### src/rtl/ooo_types_pkg.sv
// Shared out-of-order core types: functional-unit encoding, the dispatch uop
// record and the register/ROB widths agreed with the rename stage.
package ooo_types_pkg;

    localparam int PREG_W = 7;
    localparam int ROB_W  = 4;
    localparam int FU_W   = 2;

    typedef enum logic [FU_W-1:0] {
        FU_ALU  = 2'b00,
        FU_LSU  = 2'b01,
        FU_BRU  = 2'b10,
        FU_NONE = 2'b11
    } fu_type_e;

    typedef struct packed {
        logic [PREG_W-1:0] prs1;
        logic [PREG_W-1:0] prs2;
        logic [PREG_W-1:0] prd;
        logic [PREG_W-1:0] old_prd;
        logic [ROB_W-1:0]  rob_tag;
        fu_type_e          fu_type;
    } dispatch_uop_t;

    // A uop with no execution unit only needs its ROB entry, so it is never held back by an RS.
    function automatic logic fu_sel_ready(input fu_type_e fu, input logic alu_rdy,
                                          input logic lsu_rdy, input logic bru_rdy);
        logic rdy;
        case (fu)
            FU_ALU:  rdy = alu_rdy;
            FU_LSU:  rdy = lsu_rdy;
            FU_BRU:  rdy = bru_rdy;
            default: rdy = 1'b1;
        endcase
        return rdy;
    endfunction

endpackage

### src/rtl/dispatch_fifo.sv
// In-order FIFO of dispatch uops with a flush that discards every entry at the
// next edge; occupancy is exported so the owner derives ready/valid from it.
module dispatch_fifo
    import ooo_types_pkg::*;
#(
    parameter int DEPTH = 2
) (
    input  logic                         clk_i,
    input  logic                         rst_i,
    input  logic                         flush_i,
    input  logic                         push_i,
    input  dispatch_uop_t                data_i,
    input  logic                         pop_i,
    output dispatch_uop_t                data_o,
    output logic [$clog2(DEPTH+1)-1:0]   count_o
);

    localparam int PTR_W = $clog2(DEPTH);
    localparam int CNT_W = $clog2(DEPTH+1);

    dispatch_uop_t      mem_q [DEPTH];
    logic [PTR_W-1:0]   wr_ptr_q, wr_ptr_d;
    logic [PTR_W-1:0]   rd_ptr_q, rd_ptr_d;
    logic [CNT_W-1:0]   count_q,  count_d;
    logic               full, empty, push_ok, pop_ok;

    assign full    = (count_q == CNT_W'(DEPTH));
    assign empty   = (count_q == '0);
    assign push_ok = push_i && !full  && !flush_i;
    assign pop_ok  = pop_i  && !empty && !flush_i;

    always_comb begin
        wr_ptr_d = wr_ptr_q;
        rd_ptr_d = rd_ptr_q;
        count_d  = count_q;
        if (flush_i) begin
            rd_ptr_d = wr_ptr_q;
            count_d  = '0;
        end else begin
            // DEPTH is a power of two, so natural pointer overflow is the modulo wrap.
            if (push_ok) wr_ptr_d = wr_ptr_q + PTR_W'(1);
            if (pop_ok)  rd_ptr_d = rd_ptr_q + PTR_W'(1);
            case ({push_ok, pop_ok})
                2'b10:   count_d = count_q + CNT_W'(1);
                2'b01:   count_d = count_q - CNT_W'(1);
                default: count_d = count_q;
            endcase
        end
    end

    always_ff @(posedge clk_i or posedge rst_i) begin
        if (rst_i) begin
            wr_ptr_q <= '0;
            rd_ptr_q <= '0;
            count_q  <= '0;
        end else begin
            wr_ptr_q <= wr_ptr_d;
            rd_ptr_q <= rd_ptr_d;
            count_q  <= count_d;
        end
    end

    // Storage carries no reset; occupancy alone says which slots are meaningful.
    always_ff @(posedge clk_i) begin
        if (push_ok) mem_q[wr_ptr_q] <= data_i;
    end

    assign data_o  = mem_q[rd_ptr_q];
    assign count_o = count_q;

endmodule

### src/rtl/dispatch_router.sv
// Dispatch stage: buffers renamed uops and steers the head uop to its RS while writing the ROB.
// Optional feature macro: DISPATCH_STATS_EN adds dispatch/stall statistics counters.
module dispatch_router
    import ooo_types_pkg::*;
#(
    parameter int PREG_WIDTH = PREG_W,
    parameter int ROB_WIDTH  = ROB_W,
    parameter int DEPTH      = 2
) (
    input  logic                  clk,
    input  logic                  reset,
    input  logic                  in_valid,
    input  logic [PREG_WIDTH-1:0] in_prs1,
    input  logic [PREG_WIDTH-1:0] in_prs2,
    input  logic [PREG_WIDTH-1:0] in_prd,
    input  logic [PREG_WIDTH-1:0] in_old_prd,
    input  logic [ROB_WIDTH-1:0]  in_rob_tag,
    input  logic [1:0]            in_fu_type,
    output logic                  in_ready,
    output logic                  alu_valid,
    output logic                  lsu_valid,
    output logic                  bru_valid,
    input  logic                  alu_ready,
    input  logic                  lsu_ready,
    input  logic                  bru_ready,
    output logic [PREG_WIDTH-1:0] rs_prs1,
    output logic [PREG_WIDTH-1:0] rs_prs2,
    output logic [PREG_WIDTH-1:0] rs_prd,
    output logic [ROB_WIDTH-1:0]  rs_rob_tag,
    output logic                  rob_wr_en,
    input  logic                  rob_ready,
    output logic [PREG_WIDTH-1:0] rob_prd,
    output logic [PREG_WIDTH-1:0] rob_old_prd,
`ifdef DISPATCH_STATS_EN
    output logic [31:0]           stat_dispatched,
    output logic [31:0]           stat_stall_cycles,
`endif
    input  logic                  branch_mispredict
);

    localparam int CNT_W = $clog2(DEPTH+1);

    dispatch_uop_t      uop_in, head;
    logic [CNT_W-1:0]   count;
    logic               head_valid, enq, sel_ready, issue_ok, dispatch;

    always_comb begin
        uop_in         = '0;
        uop_in.prs1    = in_prs1;
        uop_in.prs2    = in_prs2;
        uop_in.prd     = in_prd;
        uop_in.old_prd = in_old_prd;
        uop_in.rob_tag = in_rob_tag;
        uop_in.fu_type = fu_type_e'(in_fu_type);
    end

    // No full-bypass: ready depends only on stored occupancy, never on this cycle's dequeue.
    assign in_ready   = (count != CNT_W'(DEPTH));
    assign head_valid = (count != '0);
    assign enq        = in_valid && in_ready && !branch_mispredict;

    dispatch_fifo #(
        .DEPTH (DEPTH)
    ) u_fifo (
        .clk_i   (clk),
        .rst_i   (reset),
        .flush_i (branch_mispredict),
        .push_i  (enq),
        .data_i  (uop_in),
        .pop_i   (dispatch),
        .data_o  (head),
        .count_o (count)
    );

    assign sel_ready = fu_sel_ready(head.fu_type, alu_ready, lsu_ready, bru_ready);
    assign issue_ok  = head_valid && rob_ready && !branch_mispredict;
    assign dispatch  = issue_ok && sel_ready;

    // RS valids deliberately ignore the RS's own ready to keep valid/ready loop-free.
    always_comb begin
        alu_valid   = 1'b0;
        lsu_valid   = 1'b0;
        bru_valid   = 1'b0;
        rob_wr_en   = dispatch;
        rs_prs1     = '0;
        rs_prs2     = '0;
        rs_prd      = '0;
        rs_rob_tag  = '0;
        rob_prd     = '0;
        rob_old_prd = '0;
        if (issue_ok) begin
            case (head.fu_type)
                FU_ALU:  alu_valid = 1'b1;
                FU_LSU:  lsu_valid = 1'b1;
                FU_BRU:  bru_valid = 1'b1;
                default: ;
            endcase
        end
        if (head_valid && !branch_mispredict) begin
            rs_prs1     = head.prs1;
            rs_prs2     = head.prs2;
            rs_prd      = head.prd;
            rs_rob_tag  = head.rob_tag;
            rob_prd     = head.prd;
            rob_old_prd = head.old_prd;
        end
    end

`ifdef DISPATCH_STATS_EN
    logic [31:0] disp_cnt_q,  disp_cnt_d;
    logic [31:0] stall_cnt_q, stall_cnt_d;

    // Counters survive a flush; only reset clears them.
    always_comb begin
        disp_cnt_d  = disp_cnt_q;
        stall_cnt_d = stall_cnt_q;
        if (rob_wr_en) disp_cnt_d = disp_cnt_q + 32'd1;
        if (head_valid && !rob_wr_en && !branch_mispredict) stall_cnt_d = stall_cnt_q + 32'd1;
    end

    always_ff @(posedge clk or posedge reset) begin
        if (reset) begin
            disp_cnt_q  <= '0;
            stall_cnt_q <= '0;
        end else begin
            disp_cnt_q  <= disp_cnt_d;
            stall_cnt_q <= stall_cnt_d;
        end
    end

    assign stat_dispatched   = disp_cnt_q;
    assign stat_stall_cycles = stall_cnt_q;
`endif

endmodule

### config.mk
export PLATFORM = sky130hd
export DESIGN_NAME = dispatch_router
export DESIGN_NICKNAME = d
export VERILOG_FILES = /design/src/rtl/ooo_types_pkg.sv /design/src/rtl/dispatch_fifo.sv /design/src/rtl/dispatch_router.sv
export SDC_FILE = /design/constraint.sdc
export NUM_CORES = 1
export LEC_CHECK = 0
export ABC_CLOCK_PERIOD_IN_PS = 6900
export CAP_MARGIN = 20
export CORE_MARGIN = 3
export CORE_UTILIZATION = 30
export CTS_BUF_LIST = sky130_fd_sc_hd__clkbuf_16
export DETAILED_ROUTE_END_ITERATION = 10
export DONT_BUFFER_PORTS = 1
export PLACE_DENSITY = 0.42
export SETUP_SLACK_MARGIN = 0.3
export SLEW_MARGIN = 0
export SYNTH_ARGS = -nofsm -noshare
export SYNTH_HDL_FRONTEND = slang
export SYNTH_SLANG_ARGS = --single-unit
### constraint.sdc
create_clock -name clk -period 6.9 [get_ports clk]
set_input_delay 0.345 -clock clk [delete_from_list [all_inputs] [get_ports clk]]
set_output_delay 0.345 -clock clk [all_outputs]
set_load 0.1 [all_outputs]
==> summary.txt <==
Status
  • Status: finished, final reports clean

Worst setup path
  • Startpoint Class: register
  • Critical path type: register to primary output
  • Reg2reg start: u_fifo.count_o[0]
  • Crit path DAT: 2.84 ns
  • R2R Setup Slk: between 3 and 4 ns
  • Worst reg2reg endpoint: u_fifo.mem_q[0][2]
  • Crit path max fanout: 37
  • Worst Path Required: roughly 6.6 ns
  • Crit end category: primary output
  • R2R depth: 3

Placement
  • Cell area after placement: between 3000 and 4000 µm²
  • # port buffers: 0
  • Dpl hpwl: 3760 µm
  • Routability congestion estimate: between 0.7 and 0.8

Detailed routing
  • 1st-iter DRT viols: 50
  • DR vias/cell: 4.44
  • Final WL: around 5500 µm
  • Met3 routed WL: roughly 500 µm
  • Top Layer Used: met4
  • Vias: about 1500
  • DRC errors left: 0
  • DR WL met2: 2940 µm
  • Remaining antenna violation count after routing: 0
  • Avg WL per Cell: roughly 17 µm
  • Pre-antenna DRT Iters: 4
  • Met1 WL: 2040 µm

Run
  • Max Cap Violations: 0

Global route
  • GRT Residual Overflow: 0
  • Initial antenna violation count: 0
  • GRT Overall Usage: 10.5%
  • Vias in the first global route: between 1500 and 2000
  • Largest net degree at the start of global routing: 38
  • Global-route wire length before repair: a little under 9000 µm

Synthesis
  • FFs w/ async S/R, synth: 5.56%
  • Number of flops mapped to enable cells by yosys: 68
  • Synth Cell Area: between 2000 and 3000 µm²
  • Post-synth top cells: edfxtp_1 (68), nor2_1 (38), mux2i_1 (33)
  • Synthesized Nets: about 230
  • Leading area contributor after synthesis: edfxtp_1
  • Most common cell in the netlist: edfxtp_1
  • Syn Inst Count: 190
  • Post-synthesis sequential area ratio: 72.5%
  • Predominant post-synthesis flop cell: edfxtp_1
  • FF+latch count, synth: 72
  • Synth Area per Inst: 15.6 µm²
  • Top cells by area, synth: edfxtp_1 (69%), mux2i_1 (11%), nor2_1 (4.8%)
  • Post-synth top area share: 69.1%
  • Yosys warns: 0
  • Synth cell types: 30

Clocking
  • Cts bufs inserted: 9
  • Clk root buf: clkbuf_16
  • Post-cts sizing count: 0
  • Skew-Pair Late Insertion Delay: around 0.32 ns
  • CTS tree: done
  • H-tree depth: 3
  • Clk slew on worst S/H paths: about 0.060 ns
  • CTS Buffer Depth: 2
  • Num Clock Sinks: 72

Timing
  • Post-Route Skew: between 0.004 and 0.005 ns
  • Actual slew at the worst max-slew pin: around 1.1 ns
  • Total negative slack: 0 ns
  • Tcrit/Tclk final: a little under half
  • Highest Clock Rate: 314 MHz
  • Final setup vio count: 0
  • Slew headroom: roughly 27%
  • Endpoints failing hold: 0
  • Slew Limit Fails: 0
  • Fin Hold WS: roughly 0.089 ns
  • Unrepaired setup endpoints after global routing: no
  • Minimum clock period: 3.19 ns

Min path
  • Hold Path Class: input pin to register
  • Hold-critical path depth: 1
  • Worst hold path startpoint: branch_mispredict
  • Worst Hold End: u_fifo.count_o[0]

Floorplan
  • Starting Density: between 30% and 40%
  • Core Box Area: approximately 9400 µm²
  • I/O pin cnt: 86
  • Die Ht: about 110 µm
  • Die area: approximately 11000 µm²
  • FP Rows: 35
  • Die width: roughly 110 µm

Cells and area
  • Fin util: a little under two fifths
  • Multi-input gate area: ~850 µm²
  • Fillcell total: just under 900
  • Share of layout cells above drive strength 1: roughly a third
  • Area growth, synth to finish: 21.8%
  • Final nets: ~240
  • Reg area: approximately 2100 µm²
  • Diodes inserted: 0
  • Final instance area: roughly 3600 µm²

Pwr
  • PD cells: roughly 440 nW/µm²
  • Max VDD drop: between 0.00015 and 0.0002 V
  • Leak: 1.19 nW
repair_timing:
item	4_1_cts	5_1_grt
setup buffers	0	0
endpoints found under the setup margin	0	0
endpoints found under the hold margin	4	0
hold buffers	1	0
state kept, by name (all words and copies together), names as in the netlist:
name and flops:
u_fifo.mem_q 68, u_fifo.count_o 2, u_fifo.rd_ptr_q 1, u_fifo.wr_ptr_q 1
area by class of cell:
cell class	instances	area share, %
Timing Repair Buffer	9	4.38
Multi-Input combinational cell	99	23.6
Inverter	4	0.417
Tap cell	129	4.48
Sequential cell	72	59.5
Clock inverter	7	1.35
Clock buffer	9	6.25
report_power, final:
group          switching, mW  leakage (nW)  internal (mW)  total [mW]
Clock                  0.167         0.135          0.243       0.409
Sequential            0.0680         0.673          0.542       0.610
Combinational          0.437         0.378          0.128       0.565
critical path: stages (launching register included):
cell	delay (ns)
dfrtp_2	1.05
inv_1	0.19
nand2_1	0.23
nand4_1	0.18
nor2_2	0.84
per-layer routing:
| metal | GRT usage (%) | vias up |
|---|---|---|
| met5 | 0 | - |
| met1 | 10.6 | 704 |
| li1 | - | 703 |
| met3 | 5.21 | 5 |
| met2 | 18.0 | 48 |
| met4 | 4.78 | 0 |
worst max-delay path by stage:
stage,from,to,slack [ns],depth (start not counted)
6_report,u_fifo.rd_ptr_q,alu_valid,3.71,4
5_1_grt,u_fifo.rd_ptr_q,alu_valid,3.48,4
4_1_cts,u_fifo.rd_ptr_q,alu_valid,3.64,4
3_5_place_dp,u_fifo.count_o[0],u_fifo.mem_q[0][4],3.77,3
3_3_place_gp,u_fifo.count_o[0],u_fifo.mem_q[0][4],3.87,3
2_1_floorplan,u_fifo.count_o[0],u_fifo.mem_q[0][0],3.43,3
cells in the final DEF (no fill, tap or decap), types with 2 or more instances in the layout:
cell,n
nor2_1,2
buf_12,7
edfxtp_1,68
nand2_1,3
nor2_4,9
nor2_2,27
clkinv_2,3
clkinv_4,3
dfrtp_1,3
nand4_1,4
inv_1,4
clkbuf_16,9
xnor2_1,3
mux2i_1,33
stage by stage:
step,worst slack [ns],cells,total power [mW]
2_1_floorplan,3.43,190,1.08
3_3_place_gp,3.87,305,1.15
3_5_place_dp,3.77,312,1.19
4_1_cts,3.64,329,1.61
5_1_grt,3.48,329,1.65
6_report,3.71,329,1.58
logic make-up after synthesis:
kind of cell / share of synthesized area, %
flops: 72.5
compound gates: 2.20
xor+xnor: 0.889
mux: 12.4
buf+inv: 3.72
simple gates: 8.34
Power figures use the tool's default switching activity.
